## config.mk

```make
export PLATFORM = sky130hd
export DESIGN_NAME = seg7_capture
export DESIGN_NICKNAME = d
export VERILOG_FILES = /design/src/rtl/seg7_capture.sv
export SDC_FILE = /design/constraint.sdc
export NUM_CORES = 1
export LEC_CHECK = 0
export CORE_MARGIN = 1
export CORE_UTILIZATION = 30
export CTS_CLUSTER_DIAMETER = 40
export DETAILED_ROUTE_END_ITERATION = 6
export PLACE_DENSITY = 0.53
export SLEW_MARGIN = 30
export SYNTH_ARGS = -nofsm -noshare
export SYNTH_HDL_FRONTEND = slang
export SYNTH_SLANG_ARGS = --single-unit
```

## constraint.sdc

```tcl
create_clock -name i_clk -period 3.1 [get_ports i_clk]
set_clock_uncertainty 0.1 [all_clocks]
set_input_delay 0.775 -clock i_clk [delete_from_list [all_inputs] [get_ports i_clk]]
set_output_delay 0.775 -clock i_clk [all_outputs]
set_load 0.01 [all_outputs]
```

## src/rtl/seg7_capture.sv

```systemverilog
// seg7_capture
//
// Watches a multiplexed 7-segment display bus and recovers the hex value on
// it. The block registers the bus once and qualifies each digit for
// stability. It then decodes the segment pattern back to a nibble and builds
// a multi-digit frame. Each frame is handed out on a valid/ready interface.
//
// Ports
//   i_clk        : single clock
//   i_reset      : synchronous, active-high reset
//   i_segments   : segment lines, bit0 = a ... bit6 = g, active high
//   i_digit_sel  : one-hot digit selects, bit k = digit k (LS nibble = digit 0)
//   o_value      : decoded frame, nibble k from digit k
//   o_digit_err  : bit k set when digit k showed an illegal pattern
//   o_valid      : frame available
//   i_ready      : consumer accepts the frame
//   o_overrun    : sticky, set when a completed frame had to be dropped
module seg7_capture #(
  parameter int DIGITS        = 4,
  parameter int STABLE_CYCLES = 4
) (
  input  logic                  i_clk,
  input  logic                  i_reset,
  input  logic [6:0]            i_segments,
  input  logic [DIGITS-1:0]     i_digit_sel,
  output logic [4*DIGITS-1:0]   o_value,
  output logic [DIGITS-1:0]     o_digit_err,
  output logic                  o_valid,
  input  logic                  i_ready,
  output logic                  o_overrun
);

  localparam logic [7:0] STABLE_MAX = 8'(STABLE_CYCLES);

  typedef enum logic [1:0] {
    S_WAIT,
    S_COUNT,
    S_CAPTURE,
    S_HOLD
  } state_t;

  state_t                state_q, state_d;
  logic [6:0]            seg_q;
  logic [DIGITS-1:0]     sel_q;
  logic [7:0]            cnt_q, cnt_d;
  logic                  in_onehot;
  logic                  in_changed;
  logic                  capture;
  logic [4:0]            dec;
  logic [4*DIGITS-1:0]   slot_val, frame_val;
  logic [DIGITS-1:0]     slot_err, frame_err;
  logic [DIGITS-1:0]     mask_q, mask_next;
  logic                  frame_done;
  logic                  out_free;

  // Segment pattern to {illegal, nibble}. An illegal pattern returns nibble 0.
  function automatic logic [4:0] decode_seg(input logic [6:0] seg);
    logic [4:0] r;
    case (seg)
      7'h3F:   r = 5'h00;
      7'h06:   r = 5'h01;
      7'h5B:   r = 5'h02;
      7'h4F:   r = 5'h03;
      7'h66:   r = 5'h04;
      7'h6D:   r = 5'h05;
      7'h7D:   r = 5'h06;
      7'h07:   r = 5'h07;
      7'h7F:   r = 5'h08;
      7'h67:   r = 5'h09;
      7'h77:   r = 5'h0A;
      7'h7C:   r = 5'h0B;
      7'h39:   r = 5'h0C;
      7'h5E:   r = 5'h0D;
      7'h79:   r = 5'h0E;
      7'h71:   r = 5'h0F;
      default: r = 5'h10;
    endcase
    return r;
  endfunction

  // The counter and the sample register load on the same edge. The count
  // therefore always describes the sample currently held: it is 1 in the
  // first cycle a new pair sits in the register. This is what makes capture
  // land exactly STABLE_CYCLES cycles after the pair is applied.
  always_comb begin
    in_onehot  = $onehot(i_digit_sel);
    in_changed = (i_segments != seg_q) || (i_digit_sel != sel_q);
    if (!in_onehot)
      cnt_d = 8'd0;
    else if (in_changed)
      cnt_d = 8'd1;
    else if (cnt_q >= STABLE_MAX)
      cnt_d = STABLE_MAX;
    else
      cnt_d = cnt_q + 8'd1;
  end

  // Digit FSM. CAPTURE and HOLD both react to a change in the incoming pair.
  // A digit dwelling exactly STABLE_CYCLES is replaced right after its
  // capture cycle, and that change must not be missed.
  always_comb begin
    state_d = state_q;
    case (state_q)
      S_WAIT: begin
        if (in_onehot)
          state_d = S_COUNT;
      end
      S_COUNT: begin
        if (!in_onehot)
          state_d = S_WAIT;
        else if (cnt_d == STABLE_MAX)
          state_d = S_CAPTURE;
        else
          state_d = S_COUNT;
      end
      S_CAPTURE, S_HOLD: begin
        if (in_changed)
          state_d = in_onehot ? S_COUNT : S_WAIT;
        else
          state_d = S_HOLD;
      end
      default: state_d = S_WAIT;
    endcase
  end

  // Merge the digit being captured into the frame slots. The completing
  // capture is included in the frame that is handed out.
  always_comb begin
    capture   = (state_q == S_CAPTURE);
    dec       = decode_seg(seg_q);
    frame_val = slot_val;
    frame_err = slot_err;
    for (int k = 0; k < DIGITS; k++) begin
      if (capture && sel_q[k]) begin
        frame_val[4*k +: 4] = dec[3:0];
        frame_err[k]        = dec[4];
      end
    end
    mask_next  = capture ? (mask_q | sel_q) : mask_q;
    frame_done = capture && (&mask_next);
    out_free   = !o_valid || i_ready;
  end

  // Sample register, stability counter, FSM state and frame slots.
  always_ff @(posedge i_clk) begin
    if (i_reset) begin
      seg_q    <= '0;
      sel_q    <= '0;
      cnt_q    <= '0;
      state_q  <= S_WAIT;
      slot_val <= '0;
      slot_err <= '0;
      mask_q   <= '0;
    end else begin
      seg_q    <= i_segments;
      sel_q    <= i_digit_sel;
      cnt_q    <= cnt_d;
      state_q  <= state_d;
      slot_val <= frame_val;
      slot_err <= frame_err;
      mask_q   <= frame_done ? '0 : mask_next;
    end
  end

  // Output register. A finished frame loads only when the register is free.
  // Otherwise it is dropped and flagged; the held frame is left untouched.
  always_ff @(posedge i_clk) begin
    if (i_reset) begin
      o_value     <= '0;
      o_digit_err <= '0;
      o_valid     <= 1'b0;
      o_overrun   <= 1'b0;
    end else if (frame_done) begin
      if (out_free) begin
        o_value     <= frame_val;
        o_digit_err <= frame_err;
        o_valid     <= 1'b1;
      end else begin
        o_overrun   <= 1'b1;
      end
    end else if (o_valid && i_ready) begin
      o_valid <= 1'b0;
    end
  end

endmodule

```

Word-level counts from Yosys, hierarchy flattened

Cells that the tools add are included.

Add/sub/neg operators: 4
Order comparisons: 1
Equal/unequal tests: 25
Multiplexer cells: 22
Bitwise operators: 2
Reductions and logical operators: 17

Operator list:

| kind                                                                                | number |
|---|---|
| 7-bit equality test, second input constant                                          | 12 |
| 5-bit one-hot mux with 16 select lines                                              | 1 |
| 8-bit 2-to-1 mux                                                                    | 3 |
| 4-bit 2-to-1 mux                                                                    | 5 |
| 7-bit by 3-bit equality test with 1-bit output, second input constant               | 2 |
| 7-bit by 6-bit equality test with 1-bit output, second input constant               | 2 |
| 8-bit by 1-bit adder with 8-bit output, second input constant                       | 1 |
| 8-bit by 3-bit equality test with 1-bit output, second input constant               | 1 |
| 8-bit by 3-bit greater-or-equal comparator with 1-bit output, second input constant | 1 |
| 1-bit 2-to-1 mux                                                                    | 8 |
| 2-bit 2-to-1 mux                                                                    | 4 |
| 7-bit != test                                                                       | 1 |
| 1-bit logical AND                                                                   | 6 |
| 2-bit one-hot mux with 3 select lines                                               | 1 |
| 2-bit AND reduction                                                                 | 3 |
| 1-bit by 1-bit adder with 2-bit output                                              | 2 |
| 2-bit equality test, second input constant                                          | 2 |
| 4-bit != test                                                                       | 1 |
| 4-bit bitwise OR                                                                    | 1 |
| 4-bit AND reduction                                                                 | 1 |
| 2-bit OR reduction                                                                  | 2 |
| 2-bit by 2-bit adder with 3-bit output                                              | 1 |
| 3-bit by 1-bit equality test with 1-bit output, second input constant               | 1 |
| 2-bit by 1-bit equality test with 1-bit output, second input constant               | 1 |
| 7 further kinds                                                                     | 8 |

Register bits: 67
Input port bits: 14
Output and inout port bits: 22
Word-level logic and storage cells: 82

Longest topological paths before layout

Gate-level depths: netlist of the first run.

Depth after elaboration: 8
Gate-level depth with buffers: 9
Depth with buffers taken out: 9

Worst setup path before layout of the first run

OpenSTA, ideal clock, no wires.

Path kind: input -> register
From: input i_digit_sel[0]
To: register cnt_q[1]
Library setup time: 61 ps
Data arrival time: 2,421 ps
Data required time: 2,939 ps
Setup slack: 517 ps
Cell stages on the path: 9
Buffers on the path: 0
Cell sequence: inv_1 > fa_1 > inv_1 > ha_1 > ha_1 > nor2_1 > and3_1 > nor2b_1 > and4_1

Longest elaborated chain between the ends: 4
Elaborated cells between the ends (all ways): 7
Classes of those cells: 2 x add/sub; 2 x eq/ne; 2 x mux; 1 x reduce/logical

RTL lines:

| what                                                                                             | line   | RTL |
|---|---|---|
| from (decl)                                                                                      | 25     | `input logic [DIGITS-1:0] i_digit_sel,` |
| 1-bit by 1-bit adder with 2-bit output (not written as such) or 4-bit != test (tied branches)    | 86, 87 |  |
| 2-bit by 2-bit adder with 3-bit output (not written as such) or 1-bit logical OR (tied branches) | 86, 87 |  |
| 3-bit by 1-bit equality test with 1-bit output or 8-bit 2-to-1 mux (tied branches)               | 86, 90 |  |
| 8-bit 2-to-1 mux (*)                                                                             | 88     | `if (!in_onehot)` |
| to (signal assigned)                                                                             | 157    | `cnt_q <= cnt_d;` |
| to (decl)                                                                                        | 45     | `logic [7:0] cnt_q, cnt_d;` |

Every way passes the cells marked *; elsewhere a longest branch is shown, timed or not.
A chain may end at the register's enable or synchronous reset.

Worst setup path in the final report of the first run

Ends and elaborated chain as after synthesis.

==> summary.md, run 1 <==
| Metric | Value |
|---|---|
| Result of the run | finished, final reports clean |
| Relative max-transition margin | 0.484 |
| Top cells by area in the synthesized netlist | sky130_fd_sc_hd__dfxtp_1 45%, sky130_fd_sc_hd__nor2_1 4.6%, sky130_fd_sc_hd__xor2_1 3.6%, sky130_fd_sc_hd__nand3_1 3.2%, sky130_fd_sc_hd__o41ai_1 2.7% |
| Number of cells traversed by the worst register-to-register path | 5 |
| Post-CTS setup buffer count | 0 |
| Hold Path Class | reg -> reg |
| Destination of the worst register-to-register timing path | o_value[6] |
| Family of cells with the greatest summed delay on the critical path | adder cells |
| Endpoint of the worst hold path | mask_q[3] |
| Skew-Pair Late Insertion Delay | 340 ps |
| Synth warn | 0 |
| Global-route wire length before repair | 11.6 mm |
| Gate Count Post-Synth | 320 |
| Data arrival at the endpoint of the critical path | 3090 ps |
| Number of antenna violations at the first check in global routing | 0 |
| Via density per instance | 4.84 |
| Net switching component of the power | 0.426 mW |
| Global placement routability congestion | 0.751 |
| Share of layout cells above drive strength 1 | 0.108 |
| Fin util | 0.388 |
| Growth of design area from synthesis to finish | 23.0% |
| Max-capacitance violation count | 0 |
| Sequential Power Share | 0.500 |
| CP Data Required Time | 3280 ps |
| CTS tree | yes |
| Overflow left after global routing | 0 |
| Endpoint class of the critical path | flip-flop |
| Number of flops mapped to enable cells by yosys | 0 |
| Cells along the critical path | clkdlybuf4s50_1 > inv_1 > fa_1 > inv_1 > ha_1 > ha_1 > nor2_1 > and3_1 > nor2b_1 > and4_1 |
| Total power per unit cell area | 496 mW/mm2 |
| Worst slack at placement | -142 ps |
| Initial Util | 0.315 |
| Final Instance Count excl. Fillers | 491 |
| Die Width | 101 um |
| Most common flop cell mapped by yosys | sky130_fd_sc_hd__dfxtp_1 |
| Final period util | 0.941 |
| Number of rows created at floorplan | 35 |
| Yosys top cell by area | sky130_fd_sc_hd__dfxtp_1 |
| Minimum period implied by the final worst setup slack | 2920 ps |
| Top-Level Pins | 36 |
| Max stage delay cell, worst path | sky130_fd_sc_hd__fa_1 |
| Reg2reg start | seg_q[4] |
| Number of different library cells in the post-synthesis netlist | 51 |
| Count of final setup violators | 0 |
| Bufs on Longest Clock Path | 2 |
| CTS root buffer | sky130_fd_sc_hd__clkbuf_8 |
| TritonCTS Buffers | 9 |
| Hold violation count in the final report | 0 |
| Leak Pwr | 1.30 nW |
| Type of the worst setup path | in -> reg |
| Post-route worst setup slack | 184 ps |
| DP Cell Count | 475 |
| Max-slew violation total from the final report | 0 |
| Start point of the worst min-delay path | mask_q[3] |
| Global-route usage over all layers | 0.149 |
| WHS Path Cells | 1 |
| Number of gates resized after CTS | 0 |
| Dominant cell by count in the synthesized netlist | sky130_fd_sc_hd__dfxtp_1 |
| Number of optimization iterations in the first detailed-route pass | 4 |
| DRC violation total after the first TritonRoute iteration | 75 |
| Die area | 0.0103 mm2 |
| Routed via count | 2375 |
| Total wire length | 6.89 mm |
| Remaining DRCs | 0 |
| IO buf count | 35 |
| Switching portion of total power | 0.237 |
| RSZ-0062 raised after global routing | false |
| Largest net degree at the start of global routing | 53 |
| CP bufs+invs | 3 |
| Count of hold buffers inserted by post-cts repair | 0 |
| FF+latch count, synth | 67 |
| Mean instance size in the synthesized netlist | 9.24 um2 |
| Via count of the first global-routing pass | 2252 |
| Slew of the pin with the lowest slew margin | 767 ps |
| Die boundary height | 101 um |
| Share of Yosys cell area claimed by the top area cell type | 0.454 |
| Number of fillers in the final layout | 992 |
| Setup slack of the worst register-to-register path | 860 ps |
| Async set or reset register ratio after synthesis | 0 |
| Top achievable clock speed | 343 MHz |
| Critical Path Fanout Max | 3 |
| Internal power | 1.37 mW |
| Fraction of the yosys area taken by sequential cells | 0.454 |
| CTS HTree Levels | 3 |
| Final #Nets | 376 |
| Final antenna-violating net count | 0 |
| Diodes inserted | 0 |
| Wire length per cell after detailed routing | 14.0 um |
| Worst vdd ir | 0.227 mV |
| Combinational Power Share | 0.055 |
| Most instantiated cells after synthesis | 67 x sky130_fd_sc_hd__dfxtp_1, 36 x sky130_fd_sc_hd__nor2_1, 19 x sky130_fd_sc_hd__nand3_1 |
| Share of total power in the clock network | 0.445 |
| Area of the mapped netlist | 0.00296 mm2 |
| CTS Sinks | 67 |
| Worst Setup Start Kind | input port |
| Core area | 0.00937 mm2 |
| HPWL after DPL | 4.69 mm |
| Delay of the slowest cell on the worst path | 540 ps |
| Clock-pin transition on the worst setup and hold timing paths | 70 ps |
layer usage:
| metal | GRT usage | wire length (um) |
|---|---|---|
| met1 | 0.201 | 3440 |
| met4 | 0.0736 | 85 |
| met2 | 0.223 | 3200 |
| met5 | 0 | 0 |
| met3 | 0.0380 | 165 |
registers in the layout (all words and copies together), names as in the netlist:
signal,flops
o_digit_err,4
mask_q,4
seg_q,7
o_valid,1
slot_val,16
sel_q,4
slot_err,4
o_value,16
o_overrun,1
cnt_q,8
state_q,2
cell usage in the layout (no fill, tap or decap), types with 10 or more instances in the layout:
cell type / instances
sky130_fd_sc_hd__xor2_1: 12
sky130_fd_sc_hd__nand2_1: 13
sky130_fd_sc_hd__buf_4: 10
sky130_fd_sc_hd__nor3_1: 12
sky130_fd_sc_hd__o22ai_1: 10
sky130_fd_sc_hd__nor2_1: 36
sky130_fd_sc_hd__nor2b_1: 11
sky130_fd_sc_hd__dfxtp_1: 67
sky130_fd_sc_hd__nand3_1: 19
sky130_fd_sc_hd__clkdlybuf4s50_1: 34
sky130_fd_sc_hd__inv_1: 10
cell families after synthesis:
group | count (synthesis) | share of synthesized area
XOR/XNOR | 13 | 0.0385
AO/OA/AOI/OAI | 57 | 0.145
AND/OR/NAND/NOR | 138 | 0.262
multiplexers | 5 | 0.0169
buffers and inverters | 34 | 0.0588
adder cells (fa/ha/maj) | 5 | 0.0237
other | 1 | 0.00127
flip-flops | 67 | 0.454
worst max path at each step:
stage,startpoint,endpoint,cells past startpoint
4_1_cts,i_digit_sel[0],cnt_q[1],10
3_5_place_dp,i_digit_sel[0],cnt_q[1],10
3_3_place_gp,i_digit_sel[0],cnt_q[1],10
6_report,i_digit_sel[0],cnt_q[1],10
5_1_grt,i_digit_sel[0],cnt_q[1],10
2_1_floorplan,i_digit_sel[0],cnt_q[1],9
power by group through the flow:
stage	combinational (mW)	clock [mW]	sequential [mW]
floorplan	0.0767	0	0.903
global placement	0.0979	0	0.920
detailed placement	0.0995	0	0.920
CTS	0.0998	0.825	0.900
global route	0.111	0.863	0.904
finish	0.0992	0.802	0.900
metrics by stage:
stage	setup TNS, ps	hold slack, ps	area [um2]	power [mW]
2_1_floorplan	0	342	2970	0.980
3_3_place_gp	-93.2	349	3420	1.02
3_5_place_dp	-207	359	3420	1.02
4_1_cts	0	377	3630	1.83
5_1_grt	0	387	3630	1.88
6_report	0	369	3630	1.80
cell type report:
| cell class | instances | area (um2) | area share |
|---|---|---|---|
| well taps | 129 | 161 | 0.0444 |
| clock buffers | 9 | 124 | 0.0341 |
| repair buffers | 45 | 420 | 0.116 |
| inverters | 11 | 41.3 | 0.0114 |
| clock inverters | 7 | 91.3 | 0.0251 |
| multi-input cells | 223 | 1460 | 0.400 |
| flip-flops and latches | 67 | 1340 | 0.369 |
Power figures use the tool's default switching activity.
==> run 2: changes to the inputs <==
- PLACE_DENSITY: 0.53 -> not set
- clock period: 3.1 -> 3.8 ns (I/O delays scaled with it)
==> run 2 against run 1 <==
Net effect:
- non-clock buffer count is 8 lower
- highest routed layer unchanged
- final cell count down 1.6%
- total power down 20%
- die area unchanged
- clock power fell by 22%
- register-to-register slack gained 480 ps
- largest power group unchanged
==> summary.md, run 2 (same netlist as run 1, synthesis figures left out) <==
| Metric | Value |
|---|---|
| Result of the run | finished, final reports clean |
| Top-Level Pins | 36 |
| Minimum period implied by the final worst setup slack | 3120 ps |
| Data arrival at the endpoint of the critical path | 3310 ps |
| Number of antenna violations at the first check in global routing | 0 |
| Final period util | 0.821 |
| Post-CTS setup buffer count | 0 |
| Leak Pwr | 1.25 nW |
| DP Cell Count | 467 |
| Diodes inserted | 0 |
| Overflow left after global routing | 0 |
| CTS HTree Levels | 3 |
| Setup TNS Final | 0 ps |
| Top achievable clock speed | 320 MHz |
| Worst vdd ir | 0.173 mV |
| Remaining DRCs | 0 |
| Final antenna-violating net count | 0 |
| Count of hold buffers inserted by post-cts repair | 0 |
| IO buf count | 35 |
| CTS root buffer | sky130_fd_sc_hd__clkbuf_8 |
| Final #Nets | 368 |
| Initial Util | 0.315 |
| CP Data Required Time | 3990 ps |
| Core area | 0.00937 mm2 |
| Die area | 0.0103 mm2 |
| Count of final setup violators | 0 |
| Share of layout cells above drive strength 1 | 0.0904 |
| Critical Path Fanout Max | 3 |
| Number of gates resized after CTS | 0 |
| Hold violation count in the final report | 0 |
| Skew-Pair Late Insertion Delay | 350 ps |
| CTS tree | yes |
| Biggest regs | o_value (16), slot_val (16), cnt_q (8) |
| Via count of the first global-routing pass | 2220 |
| Largest net degree at the start of global routing | 53 |
| Fin util | 0.381 |
| Growth of design area from synthesis to finish | 21.0% |
| Slew of the pin with the lowest slew margin | 768 ps |
| Routed via count | 2416 |
| Clock-pin transition on the worst setup and hold timing paths | 70 ps |
| Max-capacitance violation count | 0 |
| HPWL after DPL | 4.52 mm |
| Total power per unit cell area | 402 mW/mm2 |
| Hold WS | 367 ps |
| Most common library cell in the layout ignoring fill and taps | sky130_fd_sc_hd__dfxtp_1 |
| Final Instance Count excl. Fillers | 483 |
| Type of the worst setup path | in -> reg |
| Worst Setup Start Kind | input port |
| Bufs on Longest Clock Path | 2 |
| Die Width | 101 um |
| Number of cells traversed by the worst register-to-register path | 4 |
| Global placement routability congestion | 0.764 |
| Relative max-transition margin | 0.483 |
| Global-route usage over all layers | 0.144 |
| Total wire length | 6.74 mm |
| WHS Path Cells | 1 |
| RSZ-0062 raised after global routing | false |
| Hold Path Class | reg -> reg |
| Max-slew violation total from the final report | 0 |
| CTS Sinks | 67 |
| DRC violation total after the first TritonRoute iteration | 116 |
| Wire length per cell after detailed routing | 14.0 um |
| Die boundary height | 101 um |
| Endpoint class of the critical path | flip-flop |
| Most frequent cells in the layout | 67 x sky130_fd_sc_hd__dfxtp_1, 36 x sky130_fd_sc_hd__nor2_1, 34 x sky130_fd_sc_hd__clkdlybuf4s50_1 |
| Global-route wire length before repair | 11.2 mm |
| Number of rows created at floorplan | 35 |
| TritonCTS Buffers | 9 |
| Number of optimization iterations in the first detailed-route pass | 4 |
| Via density per instance | 5.00 |
==> run 2: changes by cell type in the layout (fill, tap and decap cells not counted), sizes merged <==
cell / before / now
buf: 11 / 3
bufinv: 2 / 1
clkbuf: 9 / 11
clkinv: 4 / 2
clkinvlp: 1 / 2
==> run 2: worst paths after layout <==
path	end	from	slack, ps
setup reg to reg	o_value[7]	state_q[1]	1340
hold reg to reg	mask_q[0]	mask_q[0]	370
setup / recovery	cnt_q[1]	i_digit_sel[0]	680
hold / removal	mask_q[0]	mask_q[0]	370
==> run 2: power breakdown <==
part / internal, mW / total (mW) / switching (mW)
clock: 0.340 / 0.628 / 0.288
sequential: 0.713 / 0.735 / 0.0218
combinational: 0.0363 / 0.0760 / 0.0397
total: 1.09 / 1.44 / 0.349
==> run 2: per-stage QoR <==
stage | cell area, um2 | setup slack [ps] | total power, mW
3_3_place_gp | 3360 | 429 | 0.825
2_1_floorplan | 2970 | 1040 | 0.799
6_report | 3570 | 680 | 1.44
4_1_cts | 3570 | 710 | 1.45
5_1_grt | 3570 | 551 | 1.50
3_5_place_dp | 3360 | 358 | 0.827
==> run 2: final cells by class <==
class / count / area [um2]
Sequential cell: 67 / 1340
Clock inverter: 5 / 58.8
Multi-Input combinational cell: 223 / 1460
Fill cell: 975 / 5800
Clock buffer: 11 / 151
Tap cell: 129 / 161
Inverter: 11 / 41.3
Timing Repair Buffer: 37 / 360
==> run 2: layer usage <==
metal / track usage / wire (um)
met1: 0.185 / 3140
met2: 0.226 / 3140
met3: 0.0317 / 325
met4: 0.0792 / 140
met5: 0 / 0
==> run 2: critical path: stages <==
cell                              delay, ps
sky130_fd_sc_hd__clkdlybuf4s50_1        500
sky130_fd_sc_hd__inv_1                   80
sky130_fd_sc_hd__fa_1                   550
sky130_fd_sc_hd__inv_1                   50
sky130_fd_sc_hd__ha_1                   170
sky130_fd_sc_hd__ha_1                   270
sky130_fd_sc_hd__nor2_1                 150
sky130_fd_sc_hd__and3_1                 210
sky130_fd_sc_hd__nor2b_1                190
sky130_fd_sc_hd__and4_1                 200
==> run 3: changes to the inputs <==
- clock period: 3.8 -> 3 ns (I/O delays scaled with it)
==> run 3 against run 2 <==
Net effect:
- die area did not move
- clock power is 21% higher
- final cell count grew 1.9%
- critical endpoint unchanged
- highest routed layer unchanged
==> summary.md, run 3 (same netlist as run 1, synthesis figures left out) <==
| Metric | Value |
|---|---|
| Result of the run | finished, final reports clean |
| Diodes inserted | 0 |
| Biggest regs | o_value (16), slot_val (16), cnt_q (8) |
| Global-route usage over all layers | 0.146 |
| Total power per unit cell area | 494 mW/mm2 |
| Global-route wire length before repair | 11.5 mm |
| Slew of the pin with the lowest slew margin | 801 ps |
| IO buf count | 35 |
| Largest net degree at the start of global routing | 32 |
| Top-Level Pins | 36 |
| Total wire length | 6.66 mm |
| Via count of the first global-routing pass | 2398 |
| Clock-pin transition on the worst setup and hold timing paths | 70 ps |
| Skew-Pair Late Insertion Delay | 350 ps |
| Top achievable clock speed | 353 MHz |
| Delay of the slowest cell on the worst path | 540 ps |
| Number of rows created at floorplan | 35 |
| Remaining DRCs | 0 |
| Share of layout cells above drive strength 1 | 0.110 |
| CTS root buffer | sky130_fd_sc_hd__clkbuf_8 |
| Wire length per cell after detailed routing | 13.5 um |
| Worst slack at placement | -189 ps |
| CTS tree | yes |
| Core area | 0.00937 mm2 |
| Endpoint class of the critical path | flip-flop |
| Data arrival at the endpoint of the critical path | 3030 ps |
| Initial Util | 0.315 |
| Global placement routability congestion | 0.767 |
| Most frequent cells in the layout | 67 x sky130_fd_sc_hd__dfxtp_1, 36 x sky130_fd_sc_hd__nor2_1, 34 x sky130_fd_sc_hd__clkdlybuf4s50_1 |
| Post-route worst setup slack | 168 ps |
| Final Instance Count excl. Fillers | 492 |
| Growth of design area from synthesis to finish | 22.7% |
| Count of final setup violators | 0 |
| Max stage delay cell, worst path | sky130_fd_sc_hd__fa_1 |
| Type of the worst setup path | in -> reg |
| Worst Setup Start Kind | input port |
| Die Width | 101 um |
| Max-capacitance violation count | 0 |
| Relative max-transition margin | 0.461 |
| Count of hold buffers inserted by post-cts repair | 0 |
| Number of optimization iterations in the first detailed-route pass | 4 |
| Max-slew violation total from the final report | 0 |
| Number of antenna violations at the first check in global routing | 0 |
| Leak Pwr | 1.29 nW |
| Final antenna-violating net count | 0 |
| Overflow left after global routing | 0 |
| DRC violation total after the first TritonRoute iteration | 101 |
| Cells along the critical path | clkdlybuf4s50_1 > inv_1 > fa_1 > inv_1 > ha_1 > ha_1 > nor2_1 > and3_1 > nor2b_1 > and4_1 |
| Routed via count | 2420 |
| CTS Sinks | 67 |
| Die boundary height | 101 um |
| Die area | 0.0103 mm2 |
| Hold violation count in the final report | 0 |
| Minimum period implied by the final worst setup slack | 2830 ps |
| Bufs on Longest Clock Path | 2 |
| HPWL after DPL | 4.59 mm |
| Post-CTS setup buffer count | 0 |
| Most common library cell in the layout ignoring fill and taps | sky130_fd_sc_hd__dfxtp_1 |
| Critical Path Fanout Max | 3 |
| Via density per instance | 4.92 |
| Number of fillers in the final layout | 988 |
| Final period util | 0.944 |
| DP Cell Count | 476 |
| CP Data Required Time | 3200 ps |
| Final #Nets | 377 |
| Hold Path Class | reg -> reg |
| Worst vdd ir | 0.230 mV |
| Number of gates resized after CTS | 0 |
| RSZ-0062 raised after global routing | false |
| TritonCTS Buffers | 9 |
| CTS HTree Levels | 3 |
==> run 3: changes by cell type in the layout (fill, tap and decap cells not counted) <==
cell                         previous run  this run
sky130_fd_sc_hd__buf_4                  2        11
sky130_fd_sc_hd__clkbuf_8              11         9
sky130_fd_sc_hd__clkinv_2               1         2
sky130_fd_sc_hd__clkinv_4               0         1
sky130_fd_sc_hd__clkinvlp_4             2         1
sky130_fd_sc_hd__inv_6                  1         2
sky130_fd_sc_hd__nor3_1                11        12
sky130_fd_sc_hd__nor3_2                 1         0
==> run 3: worst paths after layout <==
| check | from | endpoint | slack, ps | cells after the start |
|---|---|---|---|---|
| setup / recovery | i_digit_sel[0] | cnt_q[1] | 170 | 10 |
| hold / removal | mask_q[3] | mask_q[3] | 370 | 1 |
| setup reg to reg | seg_q[4] | o_value[6] | 750 | 5 |
| hold reg to reg | mask_q[3] | mask_q[3] | 370 | 1 |
==> run 3: critical path: cells and delay by family <==
family	cells	cell delay, ps
adder cells (fa/ha/maj)	3	980
AND/OR/NAND/NOR	4	720
buffers and inverters	3	580
==> run 3: through the flow <==
stage / setup TNS (ps) / power, mW / utilization / area (um2) / hold WS, ps
5_1_grt: 0 / 1.88 / 0.387 / 3620 / 399
2_1_floorplan: 0 / 1.01 / - / 2970 / 342
3_5_place_dp: -310 / 1.05 / 0.366 / 3430 / 356
6_report: 0 / 1.79 / 0.387 / 3620 / 365
4_1_cts: 0 / 1.82 / 0.387 / 3620 / 373
3_3_place_gp: -242 / 1.05 / 0.366 / 3430 / 350
==> run 3: layout make-up <==
class | instances | area (um2) | share of cell area
multi-input combinational | 223 | 1460 | 0.401
inverter | 11 | 41.3 | 0.0114
timing repair buffer | 46 | 428 | 0.118
tap | 129 | 161 | 0.0445
clock buffer | 9 | 124 | 0.0342
clock inverter | 7 | 73.8 | 0.0204
sequential | 67 | 1340 | 0.370
==> run 3: metal layers <==
metal	track usage	vias to the layer above	part of all wire
met1	0.180	1142	0.48
met3	0.0366	14	0.043
li1	-	1221	-
met4	0.0736	0	0.022
met2	0.236	43	0.46
met5	0	-	0
==> run 3: power by group <==
| group | total [mW] | switching, mW | internal [mW] |
|---|---|---|---|
| registers | 0.930 | 0.0268 | 0.903 |
| clock network | 0.757 | 0.369 | 0.387 |
| logic | 0.103 | 0.0508 | 0.0517 |
